**config.mk**
```make
export PLATFORM = sky130hd
export DESIGN_NAME = acs_array
export DESIGN_NICKNAME = d
export VERILOG_FILES = /design/src/rtl/viterbi_pkg.sv /design/src/rtl/acs_cell.sv /design/src/rtl/acs_array.sv
export SDC_FILE = /design/constraint.sdc
export NUM_CORES = 1
export LEC_CHECK = 0
export ABC_CLOCK_PERIOD_IN_PS = 11500
export BUFFER_PORTS_ARGS = -buffer_cell sky130_fd_sc_hd__buf_2
export CORE_ASPECT_RATIO = 1.1
export CORE_MARGIN = 2
export CORE_UTILIZATION = 59
export DETAILED_ROUTE_END_ITERATION = 12
export GPL_TIMING_DRIVEN = 0
export PLACE_DENSITY = 0.83
export SLEW_MARGIN = 10
export SYNTH_ARGS = -nofsm -noshare
export SYNTH_HDL_FRONTEND = slang
export SYNTH_HIERARCHICAL = 1
export SYNTH_SLANG_ARGS = --single-unit
```
**constraint.sdc**
```tcl
create_clock -name clk -period 11.5 [get_ports clk]
set_input_delay 2.875 -clock clk [delete_from_list [all_inputs] [get_ports clk]]
set_output_delay 2.875 -clock clk [all_outputs]
set_load 0.1 [all_outputs]
```
**src/rtl/viterbi_pkg.sv**
```systemverilog
// Shared trellis helpers for the Viterbi add-compare-select datapath.
// Predecessor/branch indexing, saturating add and the normalisation constant.
package viterbi_pkg;

  localparam int M_DEF = 2;
  localparam int S     = 2 ** M_DEF;

  // Trellis shifts the new bit into the LSB, so predecessors differ only in their MSB.
  function automatic int pred0(input int ns, input int m);
    return (ns >> 1) & ((1 << (m - 1)) - 1);
  endfunction

  function automatic int pred1(input int ns, input int m);
    return (1 << (m - 1)) | ((ns >> 1) & ((1 << (m - 1)) - 1));
  endfunction

  function automatic int bm_idx(input int prev, input int u);
    return (prev << 1) | (u & 1);
  endfunction

  function automatic int sat_add(input int a, input int b, input int w);
    int sum;
    int max_v;
    sum   = a + b;
    max_v = (1 << w) - 1;
    return (sum > max_v) ? max_v : sum;
  endfunction

  function automatic int norm_const(input int w);
    return 1 << (w - 1);
  endfunction

endpackage

```
**src/rtl/acs_cell.sv**
```systemverilog
// One trellis state: two saturating adds, strict compare, select.
// Ties keep the lower predecessor, so dec_o is 1 only when the upper path is strictly better.
module acs_cell
  import viterbi_pkg::*;
#(
  parameter int BM_W = 4,
  parameter int PM_W = 8
) (
  input  logic [PM_W-1:0] pm0_i,
  input  logic [PM_W-1:0] pm1_i,
  input  logic [BM_W-1:0] bm0_i,
  input  logic [BM_W-1:0] bm1_i,
  output logic [PM_W-1:0] pm_o,
  output logic            msb_o,
  output logic            dec_o
);

  logic [PM_W-1:0] c0_s;
  logic [PM_W-1:0] c1_s;

  // Add both candidates with saturation, then pick the strictly smaller one.
  always_comb begin
    c0_s = PM_W'(sat_add(int'(pm0_i), int'(bm0_i), PM_W));
    c1_s = PM_W'(sat_add(int'(pm1_i), int'(bm1_i), PM_W));
    if (c1_s < c0_s) begin
      pm_o  = c1_s;
      dec_o = 1'b1;
    end else begin
      pm_o  = c0_s;
      dec_o = 1'b0;
    end
  end

  assign msb_o = pm_o[PM_W-1];

endmodule

```
**src/rtl/acs_array.sv**
```systemverilog
// Parametrised ACS array: path metrics, normalisation, register-exchange survivors,
// best-state search and traceback-window fill tracking, all with one cycle of latency.
module acs_array
  import viterbi_pkg::*;
#(
  parameter int M        = 2,
  parameter int BM_W     = 4,
  parameter int PM_W     = 8,
  parameter int TB_DEPTH = 8,
  parameter int INIT_PM  = 64
) (
  input  logic                         clk,
  input  logic                         rst,
  input  logic                         valid_in,
  input  logic                         start,
  input  logic [2*(2**M)*BM_W-1:0]     bm_in,
  output logic                         valid_out,
  output logic [(2**M)*PM_W-1:0]       pm_out,
  output logic [(2**M)-1:0]            dec_out,
  output logic [(2**M)*TB_DEPTH-1:0]   surv_out,
  output logic [M-1:0]                 best_state,
  output logic                         dec_bit,
  output logic                         dec_valid
);

  localparam int NS = 2 ** M;
  localparam int FW = $clog2(TB_DEPTH + 1);

  logic [PM_W-1:0]     pm_q     [NS];
  logic [PM_W-1:0]     pm_d     [NS];
  logic [TB_DEPTH-1:0] surv_q   [NS];
  logic [TB_DEPTH-1:0] surv_d   [NS];
  logic [NS-1:0]       dec_q;
  logic [NS-1:0]       dec_d;
  logic [M-1:0]        best_q;
  logic [M-1:0]        best_d;
  logic [FW-1:0]       fill_q;
  logic [FW-1:0]       fill_d;
  logic                valid_q;
  logic                dec_valid_q;

  logic [PM_W-1:0]     src_pm_s   [NS];
  logic [TB_DEPTH-1:0] src_surv_s [NS];
  logic [PM_W-1:0]     sel_pm_s   [NS];
  logic [NS-1:0]       sel_msb_s;
  logic                all_msb_s;
  logic [PM_W-1:0]     best_pm_s;
  logic [TB_DEPTH-1:0] pick_s;

  // Frame start replaces the stored metrics/survivors with the known-start-state seed.
  always_comb begin
    for (int s = 0; s < NS; s++) begin
      if (start) begin
        src_pm_s[s]   = (s == 0) ? '0 : PM_W'(INIT_PM);
        src_surv_s[s] = '0;
      end else begin
        src_pm_s[s]   = pm_q[s];
        src_surv_s[s] = surv_q[s];
      end
    end
  end

  for (genvar ns = 0; ns < NS; ns++) begin : g_acs
    localparam int P0 = pred0(ns, M);
    localparam int P1 = pred1(ns, M);
    localparam int U  = ns % 2;

    acs_cell #(
      .BM_W (BM_W),
      .PM_W (PM_W)
    ) u_cell (
      .pm0_i (src_pm_s[P0]),
      .pm1_i (src_pm_s[P1]),
      .bm0_i (bm_in[bm_idx(P0, U)*BM_W +: BM_W]),
      .bm1_i (bm_in[bm_idx(P1, U)*BM_W +: BM_W]),
      .pm_o  (sel_pm_s[ns]),
      .msb_o (sel_msb_s[ns]),
      .dec_o (dec_d[ns])
    );
  end

  assign all_msb_s = &sel_msb_s;

  // Normalise and exchange survivors; the newest decision enters at the LSB.
  always_comb begin
    pick_s = '0;
    for (int s = 0; s < NS; s++) begin
      if (all_msb_s) begin
        pm_d[s] = sel_pm_s[s] - PM_W'(norm_const(PM_W));
      end else begin
        pm_d[s] = sel_pm_s[s];
      end
      if (dec_d[s]) begin
        pick_s = src_surv_s[M'(pred1(s, M))];
      end else begin
        pick_s = src_surv_s[M'(pred0(s, M))];
      end
      surv_d[s] = {pick_s[TB_DEPTH-2:0], s[0]};
    end
  end

  // Minimum search over the new metrics; strict compare keeps the lowest index on ties.
  always_comb begin
    best_d    = '0;
    best_pm_s = pm_d[0];
    for (int s = 1; s < NS; s++) begin
      if (pm_d[s] < best_pm_s) begin
        best_pm_s = pm_d[s];
        best_d    = M'(s);
      end else begin
        best_pm_s = best_pm_s;
      end
    end
  end

  // Fill counter: restart on frame start, otherwise count up and saturate.
  always_comb begin
    if (start) begin
      fill_d = FW'(1);
    end else if (fill_q == FW'(TB_DEPTH)) begin
      fill_d = fill_q;
    end else begin
      fill_d = fill_q + FW'(1);
    end
  end

  // State update on accepted symbols; reset clears everything.
  always_ff @(posedge clk) begin
    if (!rst) begin
      for (int s = 0; s < NS; s++) begin
        pm_q[s]   <= '0;
        surv_q[s] <= '0;
      end
      dec_q       <= '0;
      best_q      <= '0;
      fill_q      <= '0;
      valid_q     <= 1'b0;
      dec_valid_q <= 1'b0;
    end else begin
      valid_q <= valid_in;
      if (valid_in) begin
        for (int s = 0; s < NS; s++) begin
          pm_q[s]   <= pm_d[s];
          surv_q[s] <= surv_d[s];
        end
        dec_q       <= dec_d;
        best_q      <= best_d;
        fill_q      <= fill_d;
        dec_valid_q <= (fill_d == FW'(TB_DEPTH));
      end else begin
        dec_valid_q <= 1'b0;
      end
    end
  end

  for (genvar s = 0; s < NS; s++) begin : g_out
    assign pm_out[s*PM_W +: PM_W]             = pm_q[s];
    assign surv_out[s*TB_DEPTH +: TB_DEPTH]   = surv_q[s];
  end

  assign valid_out  = valid_q;
  assign dec_out    = dec_q;
  assign best_state = best_q;
  assign dec_valid  = dec_valid_q;
  assign dec_bit    = surv_q[best_q][TB_DEPTH-1];

endmodule

```
==> results.json, run 1 <==
{
  "synth_area_leaders": "ha_1 (15%), edfxtp_1 (15%), mux2i_1 (7.5%)",
  "synth_top_area_share_pct": 15.37,
  "worst_pin_slew_ns": 0.7790,
  "dp_hpwl_um": 13690,
  "grt_usage_pct": 27.47,
  "die_area_mm2": 0.01218,
  "gr-total-overflow": 0,
  "p_per_area_mw_per_mm2": 164.1,
  "synth_top_family_by_area": "compound AO/OA/AOI/OAI gates",
  "ys_seq_area_share_pct": 19.19,
  "vias": 6015,
  "clk_latency_ns": 0.29,
  "drive_above_1_share_pct": 19.42,
  "cp_common_cell": "ha_1",
  "ant_nets": 0,
  "path_clk_slew_ns": 0.06,
  "grt_pass1_vias": 5583,
  "firstDrtPassIters": 5,
  "drv_cap": 0,
  "die_y_um": 115.6,
  "grt_first_pass_wirelength_um": 27080,
  "setup_violations": 0,
  "die_w_um": 105.4,
  "wire_per_inst_um": 16.08,
  "hold_slack_ns": 0.5009,
  "synth_fa_ha_area_share_pct": 17.77,
  "rsz0062_at_grt": "no",
  "area_growth_pct": 13.04,
  "cpPeakStageDelay_ns": 0.67,
  "worst_ir_drop_vdd_uv": 127.6,
  "min_period_ns": 10.94,
  "synth-simple-area-share_pct": 20.01,
  "synth_mux_area_share_pct": 9.277,
  "drc": 0,
  "fillers": 928,
  "fin_nets": 1016,
  "antenna_cells": 0,
  "cts-buffers-inserted": 5,
  "path_delay_family": "compound AO/OA/AOI/OAI gates",
  "grt_antenna_before_repair": 0,
  "viasPerCell": 5.795,
  "cts_buffer_depth": 2,
  "hold_class": "register to register",
  "p_leak_uw": 0.003753,
  "cts_hold_buf": 0,
  "status": "complete, no violations",
  "cp-end-kind": "register",
  "drtIter0Drc": 501,
  "fin_skew_ns": 0.004035,
  "place_congestion": 0.9128,
  "ys_async_sr_fraction_pct": 0,
  "initial_core_util_pct": 60.91,
  "avgSynthCellArea_um2": 8.615,
  "fmax_mhz": 91.39,
  "synth-edff-count": 34,
  "crit_type": "input pin to register",
  "path_buf_inv": 4,
  "core-area_mm2": 0.01096,
  "drv_slew": 0,
  "cp_max_fo": 10,
  "grt_max_degree": 26,
  "fin_util_pct": 68.86,
  "finalCritPeriodShare_pct": 95.15,
  "ys_warn_count": 6,
  "crit_arrival_ns": 11.16,
  "io-pin-count": 109,
  "cts.root.buffer_cell": "clkbuf_16",
  "start_kind": "input pin",
  "synth_seq_cells": 47,
  "core.rowCount": 40,
  "yosys.area.top_type": "ha_1",
  "ys_types": 66,
  "finalHoldViolCount": 0,
  "io_buffers": 79,
  "netlist_area_mm2": 0.006676,
  "drt_wl_total_um": 16690,
  "numClockSinks": 47,
  "syn_inst": 775,
  "synthFlopType": "edfxtp_1",
  "cp_slowest_cell": "mux2i_1",
  "cp.required_ns": 11.72,
  "cts_tree": "done",
  "synth_compound_area_share_pct": 22.94,
  "relSlewSlack_pct": 47.96,
  "synth_xor_area_share_pct": 2.755,
  "h-tree-depth": 2
}
[worst reg2reg max path, delay by kind of cell, from the launching register on]
kind | cells | cell delay, ns
mux | 4 | 1.32
flops | 1 | 0.42
fa+ha+maj | 6 | 1.89
buf+inv | 2 | 0.22
simple gates | 5 | 1.16
compound gates | 15 | 3.23
[power breakdown]
| part | internal [uW] | leakage (uW) | switching, uW |
|---|---|---|---|
| logic | 314 | 0.00320 | 565 |
| registers | 204 | 0.000482 | 10.2 |
| clock network | 81.3 | 0.0000664 | 65.1 |
[per-layer routing]
layer  share of wire (%)  global-route usage [%]  wire [um]
met5                   0                       0          0
met4                 2.0                   7.911        340
met3                 6.0                   3.656        999
met2                  47                   46.71       7780
met1                  45                   36.76       7569
[path summary, 6_finish.rpt]
kind                startpoint            end  slack [ns]  depth (start not counted)
setup / recovery         start  best_state[0]        0.56                         34
setup reg to reg    pm_q[0][0]  best_state[0]        3.20                         32
hold / removal    surv_q[1][0]   surv_q[1][0]        0.50                          1
hold reg to reg   surv_q[1][0]   surv_q[1][0]        0.50                          1
[Yosys cell counts, types with 11 or more instances]
library cell / number
ha_1: 82
inv_1: 56
mux2i_1: 50
nor2_1: 50
buf_4: 35
a21oi_1: 34
edfxtp_1: 34
nor2b_1: 34
nand2_1: 33
o21ai_0: 32
a21o_1: 25
nand3_1: 25
and3_1: 22
o21a_1: 19
a211oi_1: 15
nand2b_1: 15
o22ai_1: 15
clkbuf_1: 14
dfxtp_1: 13
o21ai_1: 12
a22oi_1: 11
xnor2_1: 11
[flip-flops by register name, indices dropped and copies added, names as in the netlist]
signal and count:
valid_out 1, dec_valid 1, pm_q 32, dec_out 4
best_state 2, surv_q 3, fill_q 4
[per-stage QoR]
step	setup WS, ns	TNS, ns	power, uW	std cells	cell area [um^2]
global placement	-0.02331	-0.02331	1066	1029	7361
global route	0.004473	0	1326	1038	7547
detailed placement	-0.03551	-0.03551	1083	1030	7391
floorplan	1.567	0	926.8	803	6782
CTS	0.1975	0	1230	1038	7540
finish	0.5576	0	1239	1038	7547
[what timing repair did]
| item | 4_1_cts | 5_1_grt |
|---|---|---|
| setup endpoints to repair | 0 | 2 |
| buffers inserted | 0 | 0 |
| gates resized for setup | 0 | 5 |
[cells in the final DEF (no fill, tap or decap), types with 6 or more instances in the layout]
cell type  netlist  layout
a211o_1          9       9
a211oi_1        15      15
a21o_1          25      25
a21oi_1         34      34
a221oi_1         7       7
a22oi_1         11      11
a31oi_1          6       6
and3_1          22      22
buf_2            1      80
buf_4           35      35
clkbuf_1        14      12
conb_1           1      29
dfxtp_1         13      13
edfxtp_1        34      34
fa_1             8       8
ha_1            82      82
inv_1           56      56
mux2i_1         50      50
nand2_1         33      33
nand2b_1        15      14
nand3_1         25      25
nor2_1          50      50
nor2b_1         34      34
o21a_1          19      19
o21ai_0         32      32
o21ai_1         12      12
o22ai_1         15      15
or2_2            7       7
xnor2_1         11      11
xor2_1          10      10
[logic make-up (layout without fill, tap and decap cells)]
family	Yosys count	in the layout
adders and majority gates	90	90
muxes	59	59
AOI/OAI and AO/OA	216	216
buffers and inverters	107	195
xor gates and xnor gates	21	21
DFF	47	47
and+or+nand+nor	234	234
other	1	29
[final cells by class]
type / instances / area [um^2] / share of cell area (%)
flip-flops and latches: 47 / 1281 / 16.98
plain buffers: 50 / 322.8 / 4.277
inverters: 57 / 214.0 / 2.835
clock inverters: 3 / 23.77 / 0.3150
multi-input cells: 649 / 4974 / 65.90
clock buffers: 5 / 125.1 / 1.658
well taps: 147 / 183.9 / 2.437
repair buffers: 80 / 422.9 / 5.603
No activity file was read; power rests on OpenSTA's default activity.
==> run 2: changes to the inputs <==
- ABC_AREA: default -> 1
==> results.json, run 2 <==
{
  "cts_setup_buffers": 0,
  "startpoint": "start",
  "fin_util_pct": 68.72,
  "synth-edff-count": 34,
  "cts.root.buffer_cell": "clkbuf_16",
  "finalHoldViolCount": 0,
  "yosysMostFrequentCell": "nand2_1",
  "drive_above_1_share_pct": 17.35,
  "ant_nets": 0,
  "synth_area_leaders": "ha_1 (16%), edfxtp_1 (16%), nand2_1 (13%)",
  "numClockSinks": 47,
  "dp_cells": 1213,
  "io_buffers": 78,
  "synth_mux_area_share_pct": 0,
  "worst_pin_slew_ns": 0.8449,
  "grt_usage_pct": 26.13,
  "synth_top_area_share_pct": 16.06,
  "rsz0062_at_grt": "no",
  "relSlewSlack_pct": 43.59,
  "cts-buffers-inserted": 5,
  "syn_inst": 964,
  "cp_slowest_cell": "clkbuf_1",
  "io-pin-count": 109,
  "antenna_cells": 0,
  "synth_common_cells": "nand2_1 (226), inv_1 (176), nor2_1 (109), ha_1 (82), nand3_1 (69)",
  "ctsResizeCount": 0,
  "p_leak_uw": 0.004172,
  "fin_ws_ns": 1.353,
  "vias": 6280,
  "timing.rr.start": "pm_q[2][0]",
  "viasPerCell": 5.143,
  "synth-simple-area-share_pct": 32.34,
  "grt_antenna_before_repair": 0,
  "fin_cells": 1221,
  "drv_cap": 0,
  "place_congestion": 0.9232,
  "fillers": 940,
  "ys_types": 38,
  "grt_max_degree": 39,
  "synth_xor_area_share_pct": 2.194,
  "cts_buffer_depth": 2,
  "grt_first_pass_wirelength_um": 24520,
  "cts_hold_buf": 0,
  "firstDrtPassIters": 5,
  "clk_latency_ns": 0.29,
  "h-tree-depth": 2,
  "area_growth_pct": 12.87,
  "synth_seq_cells": 47,
  "drv_slew": 0,
  "cp-end-kind": "register",
  "path_clk_slew_ns": 0.07,
  "p_per_area_mw_per_mm2": 156.4,
  "drc": 0,
  "initial_core_util_pct": 60.88,
  "setup_violations": 0,
  "hold_class": "register to register",
  "core-area_mm2": 0.01049,
  "ys_async_sr_fraction_pct": 0,
  "core.rowCount": 39,
  "crit_arrival_ns": 10.39,
  "largest_register_ffs": 32,
  "ys_warn_count": 6,
  "finalCritPeriodShare_pct": 88.23,
  "die_area_mm2": 0.01168,
  "final_cell_mix": "nand2_1 (226), inv_1 (175), nor2_1 (109)",
  "fin_nets": 1203,
  "r2r_slack_ns": 4.45,
  "gr-total-overflow": 0,
  "start_kind": "input pin",
  "wire_per_inst_um": 12.47,
  "netlist_area_mm2": 0.006387,
  "status": "complete, no violations",
  "ys_seq_area_share_pct": 20.06,
  "min_period_ns": 10.15,
  "layout_commonest_cell": "nand2_1",
  "rr_worst_depth": 41,
  "die_y_um": 113.1,
  "drt_wl_total_um": 15220,
  "worst_ir_drop_vdd_uv": 93.15,
  "synthFlopType": "edfxtp_1",
  "cp.required_ns": 11.74,
  "crit_type": "input pin to register",
  "yosys.area.top_type": "ha_1",
  "dp_hpwl_um": 12560,
  "fin_skew_ns": 0.006085,
  "crit_end": "best_state[0]",
  "top_register": "pm_q",
  "cpPeakStageDelay_ns": 0.54,
  "drtIter0Drc": 451,
  "pre_cts_ws_ns": 1.157,
  "avgSynthCellArea_um2": 6.626,
  "r2r-end": "best_state[0]",
  "setup_tns_ns": 0,
  "cp_max_fo": 10,
  "synth_compound_area_share_pct": 11.09,
  "fmax_mhz": 98.55,
  "synth_top_family_by_area": "simple AND/OR/NAND/NOR gates",
  "die_w_um": 103.2,
  "cts_tree": "done",
  "grt_pass1_vias": 5537,
  "cp_common_cell": "nand2_1",
  "synth_fa_ha_area_share_pct": 18.57
}
run 2: cell count changes in the layout (fill, tap and decap cells not counted), sizes merged, moves of 12 or more:
cell	delta
o22ai	-12
mux2i	-51
and3	-19
inv	+130
a21oi	+20
nor2	+61
nor2b	-36
o21a	-18
a21o	-25
a211oi	-15
nand2	+223
nand3	+46
nand2b	-15
run 2: report_power, final:
part           switching, uW  leakage [uW]  internal, uW  total, uW
logic                    543       0.00362           222        765
registers               9.59      0.000483           202        212
clock network           69.0     0.0000742          81.5        151
run 2: worst min path at each step:
stage	startpoint	to	depth (start not counted)
floorplan	fill_q[1]	fill_q[1]	2
global placement	best_state[0]	best_state[0]	2
detailed placement	best_state[0]	best_state[0]	2
CTS	best_state[0]	best_state[0]	2
global route	best_state[1]	best_state[1]	2
finish	best_state[0]	best_state[0]	2
run 2: metrics by stage:
step / hold WS, ns / total power (uW) / instance area, um^2
after floorplan: 0.4809 / 834.8 / 6492
after global placement: 0.4327 / 955.5 / 7062
after detailed placement: 0.4423 / 971.5 / 7062
after CTS: 0.4581 / 1125 / 7209
after global routing: 0.5091 / 1229 / 7209
final: 0.4558 / 1128 / 7209
run 2: area by class of cell:
type                       instances  area, um^2  share of cell area (%)
multi-input combinational        713        4209                   58.38
sequential                        47        1281                   17.77
inverter                         187       701.9                   9.736
timing repair buffer              78       390.4                   5.415
buffer                            45       300.3                   4.165
tap                              143       178.9                   2.482
clock buffer                       5       125.1                   1.736
clock inverter                     3       22.52                  0.3124
run 2: cells by family after synthesis:
family	after synthesis
simple gates	459
other cells	1
compound gates	119
buf+inv	232
xor+xnor	16
fa+ha+maj	90
flops	47
run 2: worst max-delay path: cells and delay by family:
family / cells / cell delay [ns]
AO/OA/AOI/OAI: 10 / 2.32
adder cells (fa/ha/maj): 6 / 1.76
buffers and inverters: 7 / 1.62
AND/OR/NAND/NOR: 20 / 1.81
run 2: per-layer routing:
metal / GRT usage (%) / vias up / wire, um
met4: 5.526 / 0 / 246
li1: - / 3215 / -
met5: 0 / - / 0
met2: 44.24 / 211 / 7171
met1: 36.08 / 2835 / 6974
met3: 2.532 / 19 / 828
